**config.mk**
```make
export PLATFORM = sky130hd
export DESIGN_NAME = alu_chain_ctrl_flat
export DESIGN_NICKNAME = d
export VERILOG_FILES = /design/src/rtl/alu_chain_ctrl_if.sv /design/src/rtl/alu_chain_ctrl.sv /design/src/flat_wrapper.sv
export SDC_FILE = /design/constraint.sdc
export NUM_CORES = 1
export LEC_CHECK = 0
export BUFFER_PORTS_ARGS = -buffer_cell sky130_fd_sc_hd__buf_2
export CAP_MARGIN = 20
export CORE_ASPECT_RATIO = 1.5
export CORE_UTILIZATION = 45
export CTS_CLUSTER_DIAMETER = 40
export DETAILED_ROUTE_END_ITERATION = 6
export GPL_ROUTABILITY_DRIVEN = 0
export GPL_TIMING_DRIVEN = 0
export PLACE_DENSITY = 0.68
export RECOVER_POWER = 50
export SLEW_MARGIN = 0
export SYNTH_ARGS = -nofsm -noshare
export SYNTH_HDL_FRONTEND = slang
export SYNTH_SLANG_ARGS = --single-unit
```
**constraint.sdc**
```tcl
create_clock -name clk -period 8.8 [get_ports clk]
set_clock_uncertainty 0.15 [all_clocks]
set_input_delay 0.44 -clock clk [delete_from_list [all_inputs] [get_ports clk]]
set_output_delay 0.44 -clock clk [all_outputs]
set_load 0.01 [all_outputs]
```
**src/rtl/alu_chain_ctrl_if.sv**
```systemverilog
// Handshake and bus bundle for alu_chain_ctrl.
// Groups the command, ALU and result signals; slave = controller side.
interface alu_chain_ctrl_if;
  logic        cmd_valid;
  logic        cmd_ready;
  logic [3:0]  cmd_op;
  logic [1:0]  cmd_len;
  logic [31:0] cmd_a;
  logic [31:0] cmd_b;
  logic        cmd_cin;
  logic [7:0]  alu_opA;
  logic [7:0]  alu_opB;
  logic [3:0]  alu_opcode;
  logic        alu_cin;
  logic [7:0]  alu_outQ;
  logic        alu_cout;
  logic        res_valid;
  logic        res_ready;
  logic [31:0] res_data;
  logic        res_cout;
  logic        res_zero;

  modport slave (
    input  cmd_valid, cmd_op, cmd_len, cmd_a, cmd_b, cmd_cin,
    output cmd_ready,
    output alu_opA, alu_opB, alu_opcode, alu_cin,
    input  alu_outQ, alu_cout,
    output res_valid, res_data, res_cout, res_zero,
    input  res_ready
  );

  modport master (
    output cmd_valid, cmd_op, cmd_len, cmd_a, cmd_b, cmd_cin,
    input  cmd_ready,
    input  alu_opA, alu_opB, alu_opcode, alu_cin,
    output alu_outQ, alu_cout,
    input  res_valid, res_data, res_cout, res_zero,
    output res_ready
  );
endinterface

```
**src/rtl/alu_chain_ctrl.sv**
```systemverilog
// Multi-byte sequencer in front of an 8-bit registered ALU.
// Ports: clk, rst (async high), bus (cmd in, alu out/in, res out).
module alu_chain_ctrl #(
  parameter int ALU_LAT = 1
) (
  input  logic clk,
  input  logic rst,
  alu_chain_ctrl_if.slave bus
);
  localparam logic [3:0] OP_ADD = 4'd0;
  localparam logic [3:0] OP_SUB = 4'd1;
  localparam logic [3:0] OP_LSH = 4'd2;
  localparam logic [3:0] OP_RSH = 4'd3;
  localparam logic [3:0] OP_CMP = 4'd5;

  typedef enum logic [1:0] {IDLE, ISSUE, WAIT, DONE} state_t;

  state_t      r_state, w_next;
  logic [3:0]  r_op;
  logic [1:0]  r_len, r_k, r_cnt;
  logic [31:0] r_a, r_b, r_res;
  logic        r_cin, r_c, r_first, r_cout, r_zero;
  logic [7:0]  r_opA, r_opB;
  logic [3:0]  r_opc;
  logic        r_acin;

  logic [7:0]  w_opA, w_opB;
  logic [3:0]  w_opc;
  logic        w_acin;
  logic [4:0]  w_sh;
  logic [7:0]  w_ak, w_bk;
  logic        w_msb_first, w_last_wait, w_last_byte;
  logic [31:0] w_res_next;
  logic        w_fcout;

  assign w_sh = {r_k, 3'b000};
  assign w_ak = r_a[w_sh +: 8];
  assign w_bk = r_b[w_sh +: 8];

  assign w_msb_first = (r_op == OP_RSH) || (r_op == OP_CMP);
  assign w_last_wait = (r_state == WAIT) &&
                       (r_cnt == 2'(ALU_LAT - 1));

  // CMP stops early on the first byte that is not "equal".
  always_comb begin
    w_last_byte = (r_k == r_len);
    if (r_op == OP_CMP)
      w_last_byte = (r_k == 2'd0) || (bus.alu_outQ != 8'h01);
    else if (w_msb_first)
      w_last_byte = (r_k == 2'd0);
  end

  assign w_res_next = (r_op == OP_CMP) ? {24'h0, bus.alu_outQ}
                    : r_res | ({24'h0, bus.alu_outQ} << w_sh);

  always_comb begin
    w_fcout = 1'b0;
    case (r_op)
      OP_ADD, OP_SUB: w_fcout = bus.alu_cout;
      OP_LSH:         w_fcout = r_a[{r_len, 3'b111}];
      OP_RSH:         w_fcout = r_a[0];
      default:        w_fcout = 1'b0;
    endcase
  end

  // Shift chaining reads the neighbour byte straight from operand A.
  always_comb begin
    w_opA  = w_ak;
    w_opB  = w_bk;
    w_opc  = r_op;
    w_acin = 1'b0;
    case (r_op)
      OP_ADD: w_acin = r_first ? r_cin : r_c;
      OP_SUB: begin
        w_opB  = ~w_bk;
        w_opc  = OP_ADD;
        w_acin = r_first ? 1'b1 : r_c;
      end
      OP_LSH: begin
        w_opB  = w_ak;
        w_acin = r_first ? r_cin : r_a[{r_k - 2'd1, 3'b111}];
      end
      OP_RSH: begin
        w_opB  = w_ak;
        w_acin = r_first ? r_cin : r_a[{r_k + 2'd1, 3'b000}];
      end
      default: ;
    endcase
  end

  assign bus.alu_opA    = (r_state == ISSUE) ? w_opA  : r_opA;
  assign bus.alu_opB    = (r_state == ISSUE) ? w_opB  : r_opB;
  assign bus.alu_opcode = (r_state == ISSUE) ? w_opc  : r_opc;
  assign bus.alu_cin    = (r_state == ISSUE) ? w_acin : r_acin;

  assign bus.cmd_ready = (r_state == IDLE);
  assign bus.res_valid = (r_state == DONE);
  assign bus.res_data  = r_res;
  assign bus.res_cout  = r_cout;
  assign bus.res_zero  = r_zero;

  always_comb begin
    w_next = r_state;
    case (r_state)
      IDLE:  if (bus.cmd_valid) w_next = ISSUE;
      ISSUE: w_next = WAIT;
      WAIT:  if (w_last_wait) w_next = w_last_byte ? DONE : ISSUE;
      DONE:  if (bus.res_ready) w_next = IDLE;
      default: w_next = IDLE;
    endcase
  end

  always_ff @(posedge clk or posedge rst) begin
    if (rst) begin
      r_state <= IDLE;
      r_op    <= '0;
      r_len   <= '0;
      r_k     <= '0;
      r_cnt   <= '0;
      r_a     <= '0;
      r_b     <= '0;
      r_res   <= '0;
      r_cin   <= 1'b0;
      r_c     <= 1'b0;
      r_first <= 1'b0;
      r_cout  <= 1'b0;
      r_zero  <= 1'b0;
      r_opA   <= '0;
      r_opB   <= '0;
      r_opc   <= '0;
      r_acin  <= 1'b0;
    end else begin
      r_state <= w_next;
      case (r_state)
        IDLE: if (bus.cmd_valid) begin
          r_op    <= bus.cmd_op;
          r_len   <= bus.cmd_len;
          r_a     <= bus.cmd_a;
          r_b     <= bus.cmd_b;
          r_cin   <= bus.cmd_cin;
          r_k     <= (bus.cmd_op == OP_RSH || bus.cmd_op == OP_CMP)
                     ? bus.cmd_len : 2'd0;
          r_res   <= '0;
          r_first <= 1'b1;
          r_cout  <= 1'b0;
          r_zero  <= 1'b0;
        end
        ISSUE: begin
          r_opA  <= w_opA;
          r_opB  <= w_opB;
          r_opc  <= w_opc;
          r_acin <= w_acin;
          r_cnt  <= '0;
        end
        WAIT: if (!w_last_wait) begin
          r_cnt <= r_cnt + 2'd1;
        end else begin
          r_first <= 1'b0;
          r_c     <= bus.alu_cout;
          r_res   <= w_res_next;
          if (w_last_byte) begin
            r_cout <= w_fcout;
            r_zero <= (w_res_next == 32'h0);
          end else begin
            r_k <= w_msb_first ? r_k - 2'd1 : r_k + 2'd1;
          end
        end
        default: ;
      endcase
    end
  end
endmodule

```
**src/flat_wrapper.sv**
```systemverilog
// flat-port wrapper written by rule: the top's interface ports become plain ports
module alu_chain_ctrl_flat 
#(
  parameter int ALU_LAT = 1
)
  (clk, rst, bus_cmd_valid, bus_cmd_op, bus_cmd_len, bus_cmd_a, bus_cmd_b, bus_cmd_cin, bus_cmd_ready, bus_alu_opA, bus_alu_opB, bus_alu_opcode, bus_alu_cin, bus_alu_outQ, bus_alu_cout, bus_res_valid, bus_res_data, bus_res_cout, bus_res_zero, bus_res_ready);
  alu_chain_ctrl_if bus_i ();
  input  logic clk;
  input  logic rst;
  input wire logic [$bits(bus_i.cmd_valid)-1:0] bus_cmd_valid;
  input wire logic [$bits(bus_i.cmd_op)-1:0] bus_cmd_op;
  input wire logic [$bits(bus_i.cmd_len)-1:0] bus_cmd_len;
  input wire logic [$bits(bus_i.cmd_a)-1:0] bus_cmd_a;
  input wire logic [$bits(bus_i.cmd_b)-1:0] bus_cmd_b;
  input wire logic [$bits(bus_i.cmd_cin)-1:0] bus_cmd_cin;
  output wire logic [$bits(bus_i.cmd_ready)-1:0] bus_cmd_ready;
  output wire logic [$bits(bus_i.alu_opA)-1:0] bus_alu_opA;
  output wire logic [$bits(bus_i.alu_opB)-1:0] bus_alu_opB;
  output wire logic [$bits(bus_i.alu_opcode)-1:0] bus_alu_opcode;
  output wire logic [$bits(bus_i.alu_cin)-1:0] bus_alu_cin;
  input wire logic [$bits(bus_i.alu_outQ)-1:0] bus_alu_outQ;
  input wire logic [$bits(bus_i.alu_cout)-1:0] bus_alu_cout;
  output wire logic [$bits(bus_i.res_valid)-1:0] bus_res_valid;
  output wire logic [$bits(bus_i.res_data)-1:0] bus_res_data;
  output wire logic [$bits(bus_i.res_cout)-1:0] bus_res_cout;
  output wire logic [$bits(bus_i.res_zero)-1:0] bus_res_zero;
  input wire logic [$bits(bus_i.res_ready)-1:0] bus_res_ready;
  assign bus_i.cmd_valid = bus_cmd_valid;
  assign bus_i.cmd_op = bus_cmd_op;
  assign bus_i.cmd_len = bus_cmd_len;
  assign bus_i.cmd_a = bus_cmd_a;
  assign bus_i.cmd_b = bus_cmd_b;
  assign bus_i.cmd_cin = bus_cmd_cin;
  assign bus_cmd_ready = bus_i.cmd_ready;
  assign bus_alu_opA = bus_i.alu_opA;
  assign bus_alu_opB = bus_i.alu_opB;
  assign bus_alu_opcode = bus_i.alu_opcode;
  assign bus_alu_cin = bus_i.alu_cin;
  assign bus_i.alu_outQ = bus_alu_outQ;
  assign bus_i.alu_cout = bus_alu_cout;
  assign bus_res_valid = bus_i.res_valid;
  assign bus_res_data = bus_i.res_data;
  assign bus_res_cout = bus_i.res_cout;
  assign bus_res_zero = bus_i.res_zero;
  assign bus_i.res_ready = bus_res_ready;
  alu_chain_ctrl #(.ALU_LAT(ALU_LAT)) u_core (.clk(clk), .rst(rst), .bus(bus_i));
endmodule
```
==> results of run 1 <==
## routing by layer
layer	GRT usage, %	routed length [um]	vias to the layer above
met3	5.235	956	42
met1	30.98	6738	2582
met2	43.31	8862	208
li1	-	-	2432
met4	12.42	592	0
met5	0	0	-
## worst paths after layout
path / from / to / cells past startpoint
min in group asynchronous: rst / u_core.r_a[25]$_DFFE_PP0P_ / 3
max in group asynchronous: rst / u_core.r_cnt[1]$_DFFE_PP0P_ / 4
min reg2reg: u_core.r_b[28]$_DFFE_PP0P_ / u_core.r_b[28]$_DFFE_PP0P_ / 2
min: bus_cmd_a[25] / u_core.r_a[25]$_DFFE_PP0P_ / 3
max reg2reg: u_core.r_k[0]$_DFFE_PP0P_ / u_core.r_acin$_DFF_PP0_ / 8
max: u_core.r_k[0]$_DFFE_PP0P_ / bus_alu_cin / 9
## per-stage QoR
step           util [%]  worst slack (ns)
6_report          57.56             5.314
5_1_grt           57.56             5.142
4_1_cts           57.92             5.343
3_5_place_dp      52.86             5.783
3_3_place_gp      52.62             3.333
2_1_floorplan         -             4.627
## cell usage in the layout (no fill, tap or decap), types with 7 or more instances in the layout
cell type,netlist,final
o31ai_1,10,10
clkbuf_16,0,17
a22o_1,17,17
mux2_2,20,20
mux4_2,19,19
inv_1,9,8
dfrtp_1,134,134
nor2_1,30,31
nor4_1,7,7
nand2_1,237,237
o22ai_1,9,9
a21oi_1,20,20
buf_2,10,113
clkbuf_1,14,50
buf_1,8,8
## registers in the layout, summed over array words and instances, names as in the netlist
register	flops
u_core.r_b	32
u_core.r_state	2
u_core.r_opc	4
u_core.r_op	4
u_core.r_opA	8
u_core.r_first	1
u_core.r_cnt	2
u_core.r_c	1
u_core.bus.res_cout	1
u_core.r_acin	1
u_core.r_a	32
u_core.r_k	2
u_core.bus.res_zero	1
u_core.bus.res_data	32
u_core.r_len	2
u_core.r_opB	8
u_core.r_cin	1
## logic make-up after synthesis
| family | count (synthesis) |
|---|---|
| buf+inv | 46 |
| xor+xnor | 5 |
| mux | 43 |
| fa+ha+maj | 2 |
| simple gates | 300 |
| compound gates | 88 |
| flops | 134 |
## power by group
part | total, mW | internal, mW | switching, mW
logic | 1.23 | 0.517 | 0.711
registers | 1.04 | 0.879 | 0.158
clock network | 0.808 | 0.540 | 0.269
total | 3.07 | 1.94 | 1.14
## area by class of cell
class                      instances  share of cell area (%)
clock buffer                      20                   5.762
multi-input combinational        438                   34.07
timing repair buffer             139                   8.780
buffer                            37                   2.163
clock inverter                    12                   2.905
tap                              162                   2.615
inverter                           9                  0.4519
sequential                       134                   43.25
## worst max-delay path, delay by kind of cell, from the launching register on
kind / cells / cell delay [ns]
mux: 1 / 0.36
simple gates: 1 / 0.04
flops: 1 / 0.35
buf+inv: 3 / 0.63
fa+ha+maj: 1 / 0.40
compound gates: 3 / 0.70
## synthesized netlist by cell type (3+ instances only)
| master | number |
|---|---|
| buf_2 | 10 |
| buf_1 | 8 |
| buf_4 | 4 |
| o31ai_1 | 10 |
| o21ai_0 | 5 |
| clkbuf_1 | 14 |
| dfrtp_1 | 134 |
| a211oi_1 | 3 |
| o22ai_1 | 9 |
| nand2_1 | 237 |
| a21oi_1 | 20 |
| nor4_1 | 7 |
| a22o_1 | 17 |
| nor3_1 | 4 |
| inv_1 | 9 |
| mux2_2 | 20 |
| a31oi_1 | 3 |
| mux4_2 | 19 |
| nor2_1 | 30 |
| nor2b_1 | 4 |
## repair_timing
action	4_1_cts	5_1_grt
hold buffers	1	0
buffers inserted	0	0
endpoints found under the hold margin	47	0
==> out/metrics.yaml, run 1 <==
setup_path:
  required_ns: 8.21
  worst-setup-path-type: "flop to primary output"
  reg2reg_slack_ns: 6.24
  endpoint_kind: "primary output"
  arrival_ns: 2.90
  max_stage_delay_ns: 0.46
  crit_slowest_cell: "o41ai_1"
  path_max_fanout: 10
  startpoint_type: "flop"
  crit_chain: "buf_4, inv_1, ha_1, mux4_2, nor2_1, o21ai_0, a31oi_1, o41ai_1, buf_2"
timing:
  drv_slew: 48
  max_clock_freq_mhz: 286.9
  worst_pin_slew_ns: 2.168
  rsz0062_at_grt: "false"
  tns_ns: 0
  hold_ws_ns: 0.05933
  slew_headroom_pct: -45.31
  finalHoldViolCount: 0
  fin_crit_sh_pct: 39.61
  period_needed_ns: 3.486
  final-setup-viol-count: 0
cells_and_area:
  area_delta_synth_final_pct: 25.07
  diodes: 0
  multi_input_comb_area_mm2: 0.002641
  drive_gt1_share_pct: 25.10
  fillCellCount: 1184
  final_area_mm2: 0.007752
  seq_area_mm2: 0.003353
  num-nets-final: 862
  post_layout_nonfiller_instances: 951
placement:
  place_area_mm2: 0.007119
  hpwl_um: 12550
  portBuffers: 137
  dp_cells: 918
pwr:
  power_density_mw_per_mm2: 396.4
  ir_worst_vdd_v: 0.0001810
  finalPower_mw: 3.073
  leakage_nw: 3.891
clocking:
  cts-root-buf: "clkbuf_16"
  cts_tree: "built"
  clk_latency_ns: 0.42
  cts_made_buffers: 17
  cts_buffer_depth: 2
  cts.sink_count: 134
  clk_pin_slew_worst_paths_ns: 0.06
  postCtsResizedCells: 0
  htreeDepth: 4
logic_synthesis:
  ys_seq_area_share_pct: 54.10
  synth-async-reset-ratio_pct: 100.0
  yosys_warnings: 0
  synthCells: 618
  ys.flop_type: "dfrtp_1"
  synth_cell_type_count: 55
  yosys.area_share.simple_pct: 19.98
  synth_area_leaders: "dfrtp_1 54%, nand2_1 14%, mux4_2 6.9%"
  synth_top_cell_by_area: "dfrtp_1"
  syn_area_per_cell_um2: 10.03
  synthesis.area_mm2: 0.006198
  synthAdderAreaFrac_pct: 0.4037
  synth_compound_area_share_pct: 10.21
  ys_ff_latch: 134
  synthXorXnorAreaFrac_pct: 0.8276
  synth_nets: 704
  yosysTopAreaCellShare_pct: 54.10
  synth_edf_count: 0
  synth_top_family_by_area: "simple AND/OR/NAND/NOR gates"
  synthMuxAreaShare_pct: 11.22
run_status:
  violations: "DRC, capacitance limit, slew limit"
  run_status: "finished with violations"
global_route:
  grt_max_degree: 88
  grt_pass1_vias: 5463
  grt_pass1_wl_um: 28240
  grt_use_total_pct: 25.58
  antenna_found_initial: 0
  grt_overflow: 0
die:
  dieArea_mm2: 0.01426
  row_count: 52
  die_w_um: 97.83
  io_pins: 141
  initial_core_util_pct: 46.02
  die_h_um: 145.7
  core_area_mm2: 0.01347
job:
  drv_cap: 1
drt:
  routed_wl_um: 17150
  detail_route.iter0.violations: 355
  vias: 5264
  via_per_inst: 5.535
  drt_pass1_iterations: 7
  wl_per_cell_um: 18.03
  ant_nets: 0
  drcViolationCount: 13
worst_hold_path:
  hold_path.class: "input port to flop"
No activity file was read; power rests on OpenSTA's default activity.
==> run 2: changes to the inputs <==
Settings changed: ABC_AREA set to 1, PLACE_DENSITY 0.68 to 0.7.
Clock period 8.8 ns to 3 ns, I/O delays scaled along.
==> out/metrics.yaml, run 2 <==
timing:
  tns_ns: 0  # unchanged
  drv_slew: 0  # -100%
  slew_headroom_pct: 2.341  # +48 points
  hold_ws_ns: 0.008790  # -0.05054 ns
  fin_crit_sh_pct: 92.90
  setup_slack_ns: 0.2129  # -5.101 ns
  period_needed_ns: 2.787
  max_clock_freq_mhz: 358.8
  rsz0062_at_grt: "false"
  finalHoldViolCount: 0  # unchanged
  final-setup-viol-count: 0  # unchanged
  worst_pin_slew_ns: 1.465  # -0.7028 ns
drt:
  ant_nets: 0  # unchanged
  detail_route.iter0.violations: 395  # +11%
  vias: 6710  # +27%
  drt_pass1_iterations: 5  # -2
  drcViolationCount: 0  # -13
  via_per_inst: 5.079  # -8.2%
  wl_per_cell_um: 15.49  # -14%
  routed_wl_um: 20460  # +19%
setup_path:
  rr_endpoint: "u_core.r_opB[7]$_DFF_PP0_"
  required_ns: 2.70  # -5.51 ns
  reg2reg_depth: 6  # -2
  worst-setup-path-type: "flop to primary output"
  arrival_ns: 2.49  # -0.41 ns
  path_max_fanout: 10  # unchanged
  startpoint_type: "flop"
  rr_startpoint: "u_core.r_k[0]$_DFFE_PP0P_"
  reg2reg_slack_ns: 0.85  # -5.39 ns
  endpoint_kind: "primary output"
clocking:
  htreeDepth: 4  # unchanged
  cts-root-buf: "clkbuf_16"
  cts_buffer_depth: 2  # unchanged
  clk_latency_ns: 0.42  # about the same
  clk_pin_slew_worst_paths_ns: 0.06  # about the same
  cts.sink_count: 134  # unchanged
  cts_tree: "built"
  cts_made_buffers: 17  # unchanged
  cts_setup_buffers: 0  # unchanged
die:
  core_area_mm2: 0.01453  # +7.9%
  io_pins: 141  # unchanged
  dieArea_mm2: 0.01529  # +7.2%
  die_h_um: 150.9  # +3.6%
  initial_core_util_pct: 45.81  # -0.22 points
  row_count: 54  # +3.8%
  die_w_um: 101.3  # +3.5%
logic_synthesis:
  synthesis.area_mm2: 0.006654  # +7.3%
  yosys_warnings: 0  # unchanged
  synth_edf_count: 0  # unchanged
  ys_seq_area_share_pct: 50.39  # -3.7 points
  syn_area_per_cell_um2: 7.596  # -24%
  synth_cell_type_count: 33  # -40%
  synth-async-reset-ratio_pct: 100.0  # unchanged
  yosysTopAreaCellShare_pct: 50.39  # -3.7 points
  synthCells: 876  # +42%
  ys.flop_type: "dfrtp_1"
  synth_area_leaders: "dfrtp_1 50%, nand2_1 21%, nand3_1 5.5%"
  synth_top_cell_by_area: "dfrtp_1"
  synth_nets: 962  # +37%
  synth.top_cells.by_count: "369 x nand2_1, 134 x dfrtp_1, 73 x nand3_1"
  ys_ff_latch: 134  # unchanged
  post-synth-top-count-cell: "nand2_1"
cells_and_area:
  layout_commonest_cell: "nand2_1"
  seq_area_mm2: 0.003354  # about the same
  drive_gt1_share_pct: 16.98  # -8.1 points
  multi_input_comb_area_mm2: 0.002798  # +5.9%
  diodes: 0  # unchanged
  area_delta_synth_final_pct: 33.98
  post_layout_nonfiller_instances: 1321  # +39%
  fin_util_pct: 61.37  # +3.8 points
  num-nets-final: 1199  # +39%
  final_area_mm2: 0.008915  # +15%
  mostFrequentLayoutCells: "369 x nand2_1, 133 x dfrtp_1, 127 x buf_2, 76 x dlygate4sd3_1, 73 x nand3_1"
  fillCellCount: 1346  # +14%
global_route:
  grt_use_total_pct: 28.87  # +3.3 points
  grt_pass1_vias: 6735  # +23%
  antenna_found_initial: 0  # unchanged
  grt_max_degree: 42  # -52%
  grt_pass1_wl_um: 33070  # +17%
  grt_overflow: 0  # unchanged
pwr:
  leakage_nw: 4.590  # +18%
  ir_worst_vdd_v: 0.0006990  # +290%
  power_density_mw_per_mm2: 1090  # +180%
  finalPower_mw: 9.718  # +220%
placement:
  hpwl_um: 14870  # +18%
  portBuffers: 140  # +2.2%
  dp_cells: 1216  # +32%
  preCtsSetupSlack_ns: 0.5238  # -5.259 ns
  place_area_mm2: 0.007684  # +7.9%
run_status:
  run_status: "completed"
worst_hold_path:
  min_to: "u_core.bus.res_data[7]$_DFFE_PP0P_"
  min_from: "bus_alu_outQ[7]"
  hold_path_depth: 5  # +2
  hold_path.class: "input port to flop"
job:
  drv_cap: 0  # -1
run 2: worst max path at each step:
stage / start / endpoint / slack [ns] / cells after the start
after CTS: u_core.r_k[1]$_DFFE_PP0P_ / bus_alu_cin / 0.07 / 13
final: u_core.r_k[0]$_DFFE_PP0P_ / bus_alu_opB[7] / 0.21 / 7
after global routing: rst / u_core.r_opA[3]$_DFF_PP0_ / 0.03 / 5
after floorplan: u_core.r_k[0]$_DFFE_PP0P_ / bus_alu_cin / 0.98 / 11
after detailed placement: u_core.r_k[1]$_DFFE_PP0P_ / bus_alu_cin / 0.52 / 13
after global placement: rst / u_core.r_acin$_DFF_PP0_ / 0.18 / 2
run 2: logic make-up after synthesis:
kind of cell,Yosys count,synth area share (%)
AO/OA/AOI/OAI,130,11.13
XOR/XNOR,4,0.5265
adder cells (fa/ha/maj),2,0.3760
buffers and inverters,113,7.559
flip-flops,134,50.39
AND/OR/NAND/NOR,493,30.01
run 2: timing repair:
item                                    4_1_cts  5_1_grt
endpoints found under the setup margin        0        1
hold endpoints to repair                    144        0
hold buffers                                 76        0
gates resized for setup                       0        3
run 2: cell type report:
| cell class | instances | share of cell area (%) |
|---|---|---|
| inverter | 68 | 2.877 |
| buffer | 43 | 2.695 |
| clock inverter | 13 | 1.502 |
| clock buffer | 18 | 4.814 |
| tap | 196 | 2.751 |
| sequential | 134 | 37.63 |
| timing repair buffer | 220 | 16.35 |
| multi-input combinational | 629 | 31.38 |
run 2: critical path, cell delays in order (launching register included):
cell and delay [ns]:
dfrtp_2 0.45, inv_2 0.15, clkbuf_1 0.48, nor2_1 0.09, a21oi_1 0.13, o21ai_0 0.22
o221ai_1 0.35, buf_2 0.20
run 2: power by group:
part	switching [mW]	internal (mW)	leakage, nW
clock network	0.786	1.21	0.272
logic	3.01	1.59	2.62
registers	0.478	2.64	1.70
total	4.27	5.44	4.59
run 2: per-layer routing:
metal	routed length (um)	global-route usage (%)	vias to the layer above	share of wire [%]
met3	932	4.522	68	4.6
li1	-	-	3294	-
met5	0	0	-	0
met4	987	16.45	0	4.8
met2	10620	51.16	256	52
met1	7921	32.68	3092	39
==> run 3: changes to the inputs <==
Settings changed: ABC_AREA 1 to 0, PLACE_DENSITY 0.7 to 0.71.
==> out/metrics.yaml, run 3 (synthesized netlist as in run 1, its figures left out) <==
pwr:
  switching_share_pct: 38.12  # -5.9 points
  clkPwrFrac_pct: 24.4  # +3.8 points
  p_int_mw: 5.596  # +2.8%
  p_sw_mw: 3.447  # -19%
  leakage_nw: 4.209  # -8.3%
  p_seq_share_pct: 34.0  # +1.9 points
  finalPower_mw: 9.043  # -6.9%
  ir_worst_vdd_v: 0.0005626  # -20%
  comb_power_share_pct: 41.6  # -5.8 points
  power_density_mw_per_mm2: 1059  # -2.8%
drt:
  vias: 5780  # -14%
  drcViolationCount: 14  # +14
  routed_wl_um: 19140  # -6.5%
  via_per_inst: 5.601  # +10%
  detail_route.iter0.violations: 381  # -3.5%
  drt_pass1_iterations: 7  # +2
  wl_per_cell_um: 18.55  # +20%
  ant_nets: 0  # unchanged
cells_and_area:
  area_delta_synth_final_pct: 37.71
  mostFrequentLayoutCells: "237 x nand2_1, 134 x dfrtp_1, 113 x buf_2, 80 x dlygate4sd3_1, 48 x clkbuf_1"
  diodes: 0  # unchanged
  drive_gt1_share_pct: 23.79  # +6.8 points
  layout_commonest_cell: "nand2_1"
  num-nets-final: 944  # -21%
  fillCellCount: 1088  # -19%
  post_layout_nonfiller_instances: 1032  # -22%
clocking:
  cts_buffer_depth: 2  # unchanged
  cts_made_buffers: 17  # unchanged
  cts-root-buf: "clkbuf_16"
  cts.sink_count: 134  # unchanged
  cts_tree: "built"
  clk_pin_slew_worst_paths_ns: 0.06  # about the same
  htreeDepth: 4  # unchanged
  clk_latency_ns: 0.42  # about the same
setup_path:
  required_ns: 2.70  # about the same
  path_max_fanout: 10  # unchanged
  worst-setup-path-type: "flop to primary output"
  endpoint_kind: "primary output"
  arrival_ns: 2.61  # +0.12 ns
  crit_slowest_cell: "mux4_2"
  cp.buffers_inverters: 3  # unchanged
  startpoint_type: "flop"
  max_stage_delay_ns: 0.50  # +0.02 ns
  cp_top_family: "multiplexers"
  crit_chain: "buf_12, clkinvlp_4, ha_4, mux4_2, nor2_1, o21ai_0, a31oi_1, o41ai_2, buf_2"
die:
  core_area_mm2: 0.01347  # -7.3%
  row_count: 52  # -3.7%
  dieArea_mm2: 0.01426  # -6.7%
  die_w_um: 97.83  # -3.4%
  initial_core_util_pct: 46.02  # +0.22 points
  io_pins: 141  # unchanged
  die_h_um: 145.7  # -3.4%
placement:
  portBuffers: 137  # -2.1%
  dp_cells: 920  # -24%
  hpwl_um: 12920  # -13%
worst_hold_path:
  hold_path.class: "input port to flop"
job:
  drv_cap: 0  # unchanged
global_route:
  grt_max_degree: 44  # +4.8%
  grt_pass1_wl_um: 30890  # -6.6%
  grt_pass1_vias: 6179  # -8.3%
  grt_use_total_pct: 28.27  # -0.60 points
  antenna_found_initial: 0  # unchanged
  grt_overflow: 0  # unchanged
timing:
  drv_slew: 0  # unchanged
  finalHoldViolCount: 0  # unchanged
  tns_ns: 0  # unchanged
  hold_ws_ns: 0.06392  # +0.05513 ns
  worst_pin_slew_ns: 0.9229  # -0.5420 ns
  final-setup-viol-count: 0  # unchanged
  max_clock_freq_mhz: 343.5  # -4.3%
  fin_crit_sh_pct: 97.05  # +4.1 points
  slew_headroom_pct: 38.47  # +36 points
  period_needed_ns: 2.912  # +0.1244 ns
run_status:
  violations: "DRC"
  run_status: "finished with violations"
run 3: cell types whose count changed in the layout (fill, tap and decap cells not counted), moves of 19 or more:
cell,previous run,this run
nand2_1,369,237
o21ai_0,45,5
nand3_1,73,2
mux4_2,0,19
inv_1,59,7
o21ai_1,20,1
mux2_2,0,20
run 3: final timing paths:
check	from	to	slack, ns	cells past startpoint
worst max-delay path	u_core.r_k[0]$_DFFE_PP0P_	bus_alu_cin	0.09	9
worst min-delay path	bus_alu_outQ[1]	u_core.bus.res_data[17]$_DFFE_PP0P_	0.06	3
worst max register to register	u_core.r_k[0]$_DFFE_PP0P_	u_core.r_acin$_DFF_PP0_	0.69	8
worst min register to register	u_core.r_b[25]$_DFFE_PP0P_	u_core.r_b[25]$_DFFE_PP0P_	0.32	2
max in group asynchronous	rst	u_core.bus.res_data[26]$_DFFE_PP0P_	0.53	5
min in group asynchronous	rst	u_core.r_a[26]$_DFFE_PP0P_	0.21	3
run 3: area by class of cell:
| cell class | count | area, um^2 | share of cell area (%) |
|---|---|---|---|
| flip-flops and latches | 134 | 3353 | 39.28 |
| multi-input cells | 438 | 2669 | 31.27 |
| repair buffers | 221 | 1471 | 17.24 |
| clock buffers | 18 | 439.2 | 5.145 |
| well taps | 162 | 202.7 | 2.375 |
| clock inverters | 13 | 181.4 | 2.125 |
| plain buffers | 37 | 180.2 | 2.111 |
| inverters | 9 | 38.79 | 0.4544 |
run 3: worst min-delay path, stage by stage:
cell and delay (ns):
clkbuf_1 0.21, a21oi_1 0.18, nor2_1 0.05
run 3: metrics by stage:
stage                     setup WS, ns  area (um^2)  utilization [%]
after floorplan                 0.6085         6202                -
after global placement          0.2524         7091            52.65
after detailed placement        0.3052         7151            53.09
after CTS                      0.04553         8592            63.80
after global routing         -0.002535         8536            63.38
final                          0.08845         8536            63.38
run 3: power groups by stage:
stage               logic (mW)  registers (mW)  clock network, mW
global route              4.13            3.15               2.30
floorplan                 2.45            3.00                  0
CTS                       3.78            3.04               2.21
global placement          3.55            3.01                  0
finish                    3.76            3.07               2.20
detailed placement        3.65            3.06                  0
run 3: per-layer routing:
metal  vias to the layer above  track usage, %  share of wire (%)  wire length [um]
li1                       2590               -                  -                 -
met1                      2838           32.39                 38              7267
met2                       268           47.43                 51              9685
met3                        84           6.388                5.6              1075
met4                         0           18.11                5.8              1111
met5                         -               0                  0                 0
run 3: what timing repair did:
| item | 4_1_cts | 5_1_grt |
|---|---|---|
| endpoints found under the hold margin | 148 | 0 |
| setup buffers | 0 | 1 |
| gates resized for setup | 2 | 5 |
| cloned | 0 | 0 |
| setup endpoints to repair | 1 | 2 |
| pin swaps | 0 | 2 |
| hold buffers | 80 | 0 |
